[config.mk]
export PLATFORM = sky130hd
export DESIGN_NAME = ofm_writeback
export DESIGN_NICKNAME = d
export VERILOG_FILES = /design/src/rtl/ofm_writeback.sv
export SDC_FILE = /design/constraint.sdc
export NUM_CORES = 1
export LEC_CHECK = 0
export ABC_AREA = 1
export ABC_CLOCK_PERIOD_IN_PS = 3800
export BUFFER_PORTS_ARGS = -buffer_cell sky130_fd_sc_hd__buf_2
export CAP_MARGIN = 20
export CORE_ASPECT_RATIO = 1.5
export CORE_UTILIZATION = 60
export CTS_BUF_LIST = sky130_fd_sc_hd__clkbuf_8 sky130_fd_sc_hd__clkbuf_16
export CTS_CLUSTER_SIZE = 16
export DETAILED_ROUTE_END_ITERATION = 8
export HOLD_SLACK_MARGIN = 0.1
export PLACE_DENSITY_LB_ADDON = 0.2
export SLEW_MARGIN = 20
export SYNTH_ARGS = -nofsm -noshare
export SYNTH_HDL_FRONTEND = slang
export SYNTH_SLANG_ARGS = --single-unit
[constraint.sdc]
create_clock -name clk -period 3.8 [get_ports clk]
set_input_delay 0.57 -clock clk [delete_from_list [all_inputs] [get_ports clk]]
set_output_delay 0.57 -clock clk [all_outputs]
set_load 0.01 [all_outputs]
[src/rtl/ofm_writeback.sv]
// ofm_writeback: write-back stage between the last max-pool stage and the OFM RAM.
// Accepts one beat per pooled pixel (SYSTOLIC_SIZE filter lanes side by side),
// buffers up to two beats, serialises each beat into one RAM write per valid
// filter lane and generates the planar OFM address incrementally.
// Ports:
//   clk, rst_n          clock, asynchronous active-low reset
//   start               one-cycle pulse, (re)starts a layer from any state
//   in_valid/in_ready   input beat handshake; in_data lane k = filter_base + k
//   ofm_we/addr/data    registered RAM write port
//   done                layer complete, held until the next start
module ofm_writeback #(
    parameter int unsigned SYSTOLIC_SIZE = 16,
    parameter int unsigned DATA_WIDTH    = 8,
    parameter int unsigned OFM_POOL_SIZE = 208,
    parameter int unsigned NO_FILTER     = 16,
    parameter int unsigned ADDR_WIDTH    = 20
) (
    input  logic                                    clk,
    input  logic                                    rst_n,
    input  logic                                    start,
    input  logic                                    in_valid,
    output logic                                    in_ready,
    input  logic [SYSTOLIC_SIZE*2*DATA_WIDTH-1:0]   in_data,
    output logic                                    ofm_we,
    output logic [ADDR_WIDTH-1:0]                   ofm_addr,
    output logic [2*DATA_WIDTH-1:0]                 ofm_data,
    output logic                                    done
);

    localparam int unsigned LW       = 2 * DATA_WIDTH;
    localparam int unsigned BW       = SYSTOLIC_SIZE * LW;
    localparam int unsigned P2       = OFM_POOL_SIZE * OFM_POOL_SIZE;
    localparam int unsigned GRP_STEP = SYSTOLIC_SIZE * P2;
    // Internal address is wide enough to hold the base of the group past the last one.
    localparam int unsigned IAW      = $clog2((NO_FILTER + SYSTOLIC_SIZE) * P2 + 1);
    localparam int unsigned PW       = $clog2(P2 + 1);
    localparam int unsigned CW       = $clog2(SYSTOLIC_SIZE + 1);
    localparam int unsigned RW       = $clog2(NO_FILTER + 1);

    typedef enum logic [1:0] {
        IDLE = 2'd0,
        RUN  = 2'd1,
        DONE = 2'd2
    } state_t;

    state_t           state, state_d;
    logic [BW-1:0]    buf_q [2];
    logic             wr_ptr, wr_ptr_d;
    logic             rd_ptr, rd_ptr_d;
    logic [1:0]       count, count_d;
    logic [CW-1:0]    lane_cnt, lane_cnt_d;
    logic [CW-1:0]    lane_lim, lane_lim_d;
    logic [PW-1:0]    pix_cnt, pix_cnt_d;
    logic [RW-1:0]    rem, rem_d;           // NO_FILTER - filter_base
    logic [IAW-1:0]   grp_base, grp_base_d; // filter_base * P2
    logic [IAW-1:0]   pix_addr, pix_addr_d; // address of lane 0 of the head pixel
    logic [IAW-1:0]   lane_addr, lane_addr_d;
    logic             in_ready_d, ofm_we_d, done_d;
    logic [ADDR_WIDTH-1:0] ofm_addr_d;
    logic [LW-1:0]    ofm_data_d;
    logic             push, pop;
    logic [BW-1:0]    head;
    logic [LW-1:0]    lane_word;

    // Number of lanes carrying real filters for a group with r filters remaining.
    function automatic logic [CW-1:0] lane_limit(input logic [RW-1:0] r);
        if (32'(r) >= SYSTOLIC_SIZE) begin
            return CW'(SYSTOLIC_SIZE);
        end
        return CW'(r);
    endfunction

    // Next-state, buffer, serialiser and address generation.
    always_comb begin
        state_d     = state;
        wr_ptr_d    = wr_ptr;
        rd_ptr_d    = rd_ptr;
        count_d     = count;
        lane_cnt_d  = lane_cnt;
        lane_lim_d  = lane_lim;
        pix_cnt_d   = pix_cnt;
        rem_d       = rem;
        grp_base_d  = grp_base;
        pix_addr_d  = pix_addr;
        lane_addr_d = lane_addr;
        ofm_we_d    = 1'b0;
        ofm_addr_d  = ofm_addr;
        ofm_data_d  = ofm_data;
        pop         = 1'b0;
        push        = in_valid && in_ready && (state == RUN) && !start;
        head        = buf_q[rd_ptr];
        lane_word   = LW'(head >> (32'(lane_cnt) * LW));

        case (state)
            RUN: begin
                if (count != 2'd0) begin
                    ofm_we_d   = 1'b1;
                    ofm_addr_d = ADDR_WIDTH'(lane_addr);
                    ofm_data_d = lane_word;
                    if (lane_cnt == lane_lim - CW'(1)) begin
                        pop        = 1'b1;
                        lane_cnt_d = '0;
                        if (pix_cnt == PW'(P2 - 1)) begin
                            pix_cnt_d   = '0;
                            grp_base_d  = grp_base + IAW'(GRP_STEP);
                            pix_addr_d  = grp_base + IAW'(GRP_STEP);
                            lane_addr_d = grp_base + IAW'(GRP_STEP);
                            if (32'(rem) <= SYSTOLIC_SIZE) begin
                                state_d = DONE;
                            end else begin
                                rem_d      = rem - RW'(SYSTOLIC_SIZE);
                                lane_lim_d = lane_limit(rem - RW'(SYSTOLIC_SIZE));
                            end
                        end else begin
                            pix_cnt_d   = pix_cnt + PW'(1);
                            pix_addr_d  = pix_addr + IAW'(1);
                            lane_addr_d = pix_addr + IAW'(1);
                        end
                    end else begin
                        lane_cnt_d  = lane_cnt + CW'(1);
                        lane_addr_d = lane_addr + IAW'(P2);
                    end
                end
            end
            default: ;
        endcase

        if (push) begin
            wr_ptr_d = ~wr_ptr;
        end
        if (pop) begin
            rd_ptr_d = ~rd_ptr;
        end
        count_d = count + 2'(push) - 2'(pop);

        // Start wins over everything; the write computed this cycle still issues.
        if (start) begin
            state_d     = RUN;
            wr_ptr_d    = 1'b0;
            rd_ptr_d    = 1'b0;
            count_d     = '0;
            lane_cnt_d  = '0;
            pix_cnt_d   = '0;
            rem_d       = RW'(NO_FILTER);
            lane_lim_d  = lane_limit(RW'(NO_FILTER));
            grp_base_d  = '0;
            pix_addr_d  = '0;
            lane_addr_d = '0;
        end

        in_ready_d = (state_d == RUN) && (count_d < 2'd2);
        // One cycle behind the state so done follows the final write.
        done_d     = (state == DONE) && !start;
    end

    // State and output registers.
    always_ff @(posedge clk or negedge rst_n) begin
        if (!rst_n) begin
            state     <= IDLE;
            wr_ptr    <= 1'b0;
            rd_ptr    <= 1'b0;
            count     <= '0;
            lane_cnt  <= '0;
            lane_lim  <= '0;
            pix_cnt   <= '0;
            rem       <= '0;
            grp_base  <= '0;
            pix_addr  <= '0;
            lane_addr <= '0;
            in_ready  <= 1'b0;
            ofm_we    <= 1'b0;
            ofm_addr  <= '0;
            ofm_data  <= '0;
            done      <= 1'b0;
            for (int i = 0; i < 2; i++) begin
                buf_q[i] <= '0;
            end
        end else begin
            state     <= state_d;
            wr_ptr    <= wr_ptr_d;
            rd_ptr    <= rd_ptr_d;
            count     <= count_d;
            lane_cnt  <= lane_cnt_d;
            lane_lim  <= lane_lim_d;
            pix_cnt   <= pix_cnt_d;
            rem       <= rem_d;
            grp_base  <= grp_base_d;
            pix_addr  <= pix_addr_d;
            lane_addr <= lane_addr_d;
            in_ready  <= in_ready_d;
            ofm_we    <= ofm_we_d;
            ofm_addr  <= ofm_addr_d;
            ofm_data  <= ofm_data_d;
            done      <= done_d;
            if (push) begin
                buf_q[wr_ptr] <= in_data;
            end
        end
    end

endmodule
==> results of run 1 <==
[area by class of cell]
type,count,area share (%)
clock buffer,77,5.13
multi-input combinational,2695,34.8
timing repair buffer,345,6.31
clock inverter,27,0.682
inverter,342,3.84
tap,656,2.44
sequential,628,46.8
[flip-flops by register name (all words and copies together), names as in the netlist]
signal     count
buf_q        512
lane_addr     20
ofm_addr      20
pix_addr      20
ofm_data      16
pix_cnt       16
grp_base       8
lane_cnt       5
count          2
lane_lim       2
state          2
done           1
in_ready       1
ofm_we         1
rd_ptr         1
wr_ptr         1
[worst paths after layout]
path                                            endpoint  slack, ns
worst min register to register   ofm_addr[9]$_DFFE_PN0P_       0.47
min in group asynchronous        ofm_addr[6]$_DFFE_PN0P_       0.59
max in group asynchronous         buf_q[156]$_DFFE_PN0P_       2.14
worst min-delay path              buf_q[408]$_DFFE_PN0P_       0.22
worst max register to register  ofm_data[15]$_DFFE_PN0P_       1.16
worst max-delay path            ofm_data[15]$_DFFE_PN0P_       1.16
[cell families after synthesis]
family,after synthesis,synth area share [%]
DFF,628,53.0
xor gates and xnor gates,24,0.709
adders and majority gates,7,0.296
and+or+nand+nor,1995,27.0
buffers and inverters,569,7.63
AOI/OAI and AO/OA,669,11.4
[worst max-delay path: stages (launching register included)]
cell and delay (ns):
dfrtp_2 0.62, nand2_2 0.42, clkinv_1 0.51, buf_4 0.41, nand2_1 0.12, nand3_1 0.15
nand2_1 0.10, nand2_1 0.05, nand2_1 0.07, nand2_1 0.04
[placed cells by master (no fill, tap or decap), types with 19 or more instances in the layout]
cell / instances
inv_1: 338
a21oi_1: 83
clkbuf_16: 59
o21ai_1: 33
buf_4: 25
xor2_1: 19
o21ai_0: 540
buf_12: 21
nand2_1: 1575
buf_2: 297
nor3_1: 24
nor2_1: 104
dfrtp_1: 626
nand3_1: 241
nand4_1: 27
[stage by stage]
step / util [%] / worst slack (ns) / cell area (um^2) / power [mW]
3_3_place_gp: 65.0 / 1.27 / 31600 / 12.2
4_1_cts: 69.0 / 1.23 / 33600 / 18.3
5_1_grt: 69.0 / 0.998 / 33600 / 19.2
6_report: 69.0 / 1.16 / 33600 / 18.2
3_5_place_dp: 65.0 / 1.21 / 31600 / 12.3
2_1_floorplan: - / 1.62 / 29600 / 10.9
[repair_timing]
action                                 4_1_cts  5_1_grt
hold buffers                                 1        0
resized for setup                            0        0
endpoints found under the hold margin       83        0
[per-layer routing]
layer / global-route usage [%] / up-vias
li1: - / 12600
met1: 44.1 / 12400
met2: 56.2 / 1038
met3: 3.81 / 196
met4: 17.8 / 0
met5: 0 / -
[where the power goes]
group	total, mW	switching [mW]	internal [mW]
registers	9.04	0.851	8.19
logic	3.25	2.07	1.18
clock network	5.94	2.52	3.42
total	18.2	5.44	12.8
==> impl_metrics.toml, run 1 <==
[clock_network]
cts_num_sinks = 628
cts_setup_buffers = 0
htreeDepth = 2
insertion_delay_ns = 0.60
cts_tree = "yes"
cts_made_buffers = 57
clk_pin_slew_ns = 0.06
clock-root-buffer = "clkbuf_16"
clk_path_buf_depth = 3

[floorplanning]
fp.dieH_um = 274
die-area_um2 = 50300
num_rows = 99
start_util_pct = 60.9
core_area_um2 = 48700
io_pins = 299
die_w_um = 183

[timing]
relSlewSlack_pct = 29.9
skew_ns = 0.0153
rsz0062_at_grt = "false"
setup_viol = 0
drv_slew = 0
setup_tns_ns = 0
hold_viol_final = 0
fmax_mhz = 378
finalCritPeriodShare_pct = 69.6
period_needed_ns = 2.64
tightest_slew_ns = 1.05
whs_ns = 0.221

[final_layout]
nFillCells = 4118
stdcell_count = 4770
drive_above_1_share_pct = 11.5
area_delta_synth_final_pct = 13.3
regArea_um2 = 15700
fin_nets = 4336
antenna_cells = 0
multi_input_area_um2 = 11700

[worst_hold_path]
hold_class = "input port to flop"
hp-start = "in_data[152]"
hold_path_depth = 3

[worst_setup_path]
r2r_cells = 9
path_class = "flop to flop"
path_max_fanout = 32
crit_path_end_kind = "flop"
cp.required_ns = 4.29
cp.arrival_ns = 3.14
timing.rr.start = "lane_cnt[0]$_DFFE_PN0P_"
cp-start-kind = "flop"
startpoint = "lane_cnt[0]$_DFFE_PN0P_"

[place]
dpl.hpwl_um = 57600
globalplace.congestion = 0.891
port_buffers = 298
place_inst = 4665

[detailed_routing]
wl_per_cell_um = 17.6
vias_per_cell = 5.50
dr.max_layer_used = "met4"
postRouteWirelength_um = 83800
drc = 0
drtPass1Iterations = 6
met2_length_um = 40700
antenna_left = 0
wl_met3_um = 5340
drt_iter0_drc = 2671
wl_met1_um = 33100
vias = 26200

[logic_synthesis]
async_flop_share_pct = 100
syn-instance-count = 3892
synth_area_leaders = "dfrtp_1 (53%), nand2_1 (20%), o21ai_0 (9.1%)"
synth_top_area_share_pct = 53.0
yosysSeqAreaShare_pct = 53.0
synth.net_count = 4159
ys_types = 33
synth-main-ff-cell = "dfrtp_1"
synth_most_common_cell = "nand2_1"
syn_area_um2 = 29600
ys_seq_elements = 628
yosys_warnings = 0
synth_area_leader_cell = "dfrtp_1"
synthTopCellsByCount = "nand2_1 (1576), dfrtp_1 (628), o21ai_0 (540)"
synth_edf_count = 0
syn_avg_cell_area_um2 = 7.61

[grt]
grt_overflow = 0
grt_pass1_wl_um = 133000
grt_max_degree = 156
antenna_found_initial = 0
grt_pass1_vias = 24900
grt_usage_pct = 33.9

[power_and_ir_drop]
ir_drop_v = 0.000406
powerDensity_nw_per_um2 = 543
p_leak_nw = 17.8

[run]
maxCapViolCount = 0

[outcome]
status = "finished, final reports clean"
No activity file was read; power rests on OpenSTA's default activity.
==> inputs of run 2 (changes only) <==
--- a/config.mk
+++ b/config.mk
@@ -6,11 +6,11 @@
 export NUM_CORES = 1
 export LEC_CHECK = 0
 export ABC_AREA = 1
-export ABC_CLOCK_PERIOD_IN_PS = 3800
+export ABC_CLOCK_PERIOD_IN_PS = 2610
 export BUFFER_PORTS_ARGS = -buffer_cell sky130_fd_sc_hd__buf_2
 export CAP_MARGIN = 20
 export CORE_ASPECT_RATIO = 1.5
-export CORE_UTILIZATION = 60
+export CORE_UTILIZATION = 59
 export CTS_BUF_LIST = sky130_fd_sc_hd__clkbuf_8 sky130_fd_sc_hd__clkbuf_16
 export CTS_CLUSTER_SIZE = 16
 export DETAILED_ROUTE_END_ITERATION = 8
==> constraint.sdc (replaced) <==
create_clock -name clk -period 2.61 [get_ports clk]
set_input_delay 0.3915 -clock clk [delete_from_list [all_inputs] [get_ports clk]]
set_output_delay 0.3915 -clock clk [all_outputs]
set_load 0.01 [all_outputs]
==> run 2 against run 1 <==
Compared with the run above:
- global-route usage rose by 2.3 points
- first-iteration DRC count fell by 5.1%
- sequential cell count did not move
- maximum frequency rose by 18%
- count of clock-buffer cells in the layout did not move
- core utilization rose by 3.3 points
- cell count rose by 5.1%
- critical endpoint is now ofm_data[13]$_DFFE_PN0P_
==> impl_metrics.toml, run 2 (synthesized netlist as in run 1, its figures left out) <==
[worst_setup_path]
path_max_fanout = 59
max_stage_delay_ns = 0.55
path_buf_inv = 2
cp.arrival_ns = 2.79
path_class = "flop to flop"
crit_chain = "inv_8 > buf_12 > nand2_1 > nand3_1 > nand2_1 > nor2_1 > nor3_1 > nor2_1 > nand2_1 > nand2_1"
critPathMostFrequentCell = "nand2_1"
slowest_stage = "dfrtp_4"
cp_top_family = "simple AND/OR/NAND/NOR gates"
cp.required_ns = 3.16
crit_path_end_kind = "flop"
cp-start-kind = "flop"

[final_layout]
layout_common_cells = "nand2_1 (1575), dfrtp_1 (626), o21ai_0 (540)"
fin_nets = 4567
max_flop_register = "buf_q"
design_area_um2 = 35800
final_common_cell = "nand2_1"
drive_above_1_share_pct = 11.9
largest_reg_flops = 512
area_delta_synth_final_pct = 20.9

[grt]
grt_max_degree = 161
antenna_found_initial = 2
grt_overflow = 0
grt_pass1_wl_um = 145000
grt_usage_pct = 36.3
grt_pass1_vias = 27200

[timing]
drv_slew = 0
setup_viol = 0
skew_ns = 0.0199
relSlewSlack_pct = 56.3
setup_tns_ns = 0
layout_setup_ws_ns = 0.376
hold_viol_final = 0
tightest_slew_ns = 0.656
period_needed_ns = 2.23
rsz0062_at_grt = "false"
whs_ns = 0.104
finalCritPeriodShare_pct = 85.6
fmax_mhz = 448

[power_and_ir_drop]
power_mw = 26.7
p_leak_nw = 18.7
powerDensity_nw_per_um2 = 745
ir_drop_v = 0.000630

[floorplanning]
die_w_um = 185
die-area_um2 = 51100
start_util_pct = 59.8
core_area_um2 = 49500
fp.dieH_um = 276
io_pins = 299
num_rows = 100

[detailed_routing]
postRouteWirelength_um = 90700
met2_length_um = 43900
dr.max_layer_used = "met4"
drtPass1Iterations = 5
wl_met3_um = 5940
drc = 0
drt_iter0_drc = 2534
wl_met1_um = 34900
antenna_left = 0
wl_per_cell_um = 18.1
vias = 27700
vias_per_cell = 5.52

[clock_network]
clk_pin_slew_ns = 0.07
clock-root-buffer = "clkbuf_16"
cts_made_buffers = 58
htreeDepth = 2
cts_tree = "yes"
cts_resized = 0
cts_num_sinks = 628
cts_setup_buffers = 0
insertion_delay_ns = 0.61
postCtsHoldBufs = 191
clk_path_buf_depth = 3

[place]
port_buffers = 298
dp_worst_setup_slack_ns = 0.383
dpl.hpwl_um = 59400
placed_area_um2 = 32000
globalplace.congestion = 0.924

[run]
maxCapViolCount = 0

[worst_hold_path]
hold_class = "input port to flop"

[outcome]
status = "finished, final reports clean"
[run 2: cell type report]
type | instances | area, um^2
clock buffer | 77 | 1720
clock inverter | 31 | 181
multi-input combinational | 2695 | 11700
timing repair buffer | 575 | 4390
fill | 3918 | 13700
antenna | 2 | 5.00
sequential | 628 | 15700
tap | 663 | 830
inverter | 342 | 1290
[run 2: final timing paths]
| path | startpoint | endpoint | slack (ns) | depth (start not counted) |
|---|---|---|---|---|
| setup reg to reg | rd_ptr$_DFFE_PN0P_ | ofm_data[13]$_DFFE_PN0P_ | 0.38 | 10 |
| min in group asynchronous | rst_n | lane_addr[7]$_DFFE_PN0P_ | 0.35 | 2 |
| setup / recovery | rd_ptr$_DFFE_PN0P_ | ofm_data[13]$_DFFE_PN0P_ | 0.38 | 10 |
| hold / removal | in_data[45] | buf_q[45]$_DFFE_PN0P_ | 0.10 | 3 |
| max in group asynchronous | rst_n | pix_cnt[4]$_DFFE_PN0P_ | 1.37 | 3 |
| hold reg to reg | ofm_addr[9]$_DFFE_PN0P_ | ofm_addr[9]$_DFFE_PN0P_ | 0.48 | 2 |
[run 2: through the flow]
stage          instances  util (%)
2_1_floorplan       3892         -
3_3_place_gp        4710      64.5
3_5_place_dp        4710      64.5
4_1_cts             5009      72.2
5_1_grt             5013      72.3
6_report            5013      72.3
[run 2: layer usage]
layer / up-vias / GRT usage (%)
met5: - / 0
met4: 0 / 21.6
met3: 286 / 4.73
met2: 1195 / 59.1
met1: 13100 / 46.1
li1: 13100 / -
[run 2: report_power, final]
part           total [mW]  switching (mW)  internal, mW
registers            13.2            1.30          11.9
logic                4.97            3.03          1.94
clock network        8.51            3.80          4.71
[run 2: tightest hold or removal path, delay by kind of cell]
| family | cells | cell delay [ns] |
|---|---|---|
| buffers and inverters | 2 | 0.20 |
| AO/OA/AOI/OAI | 1 | 0.08 |
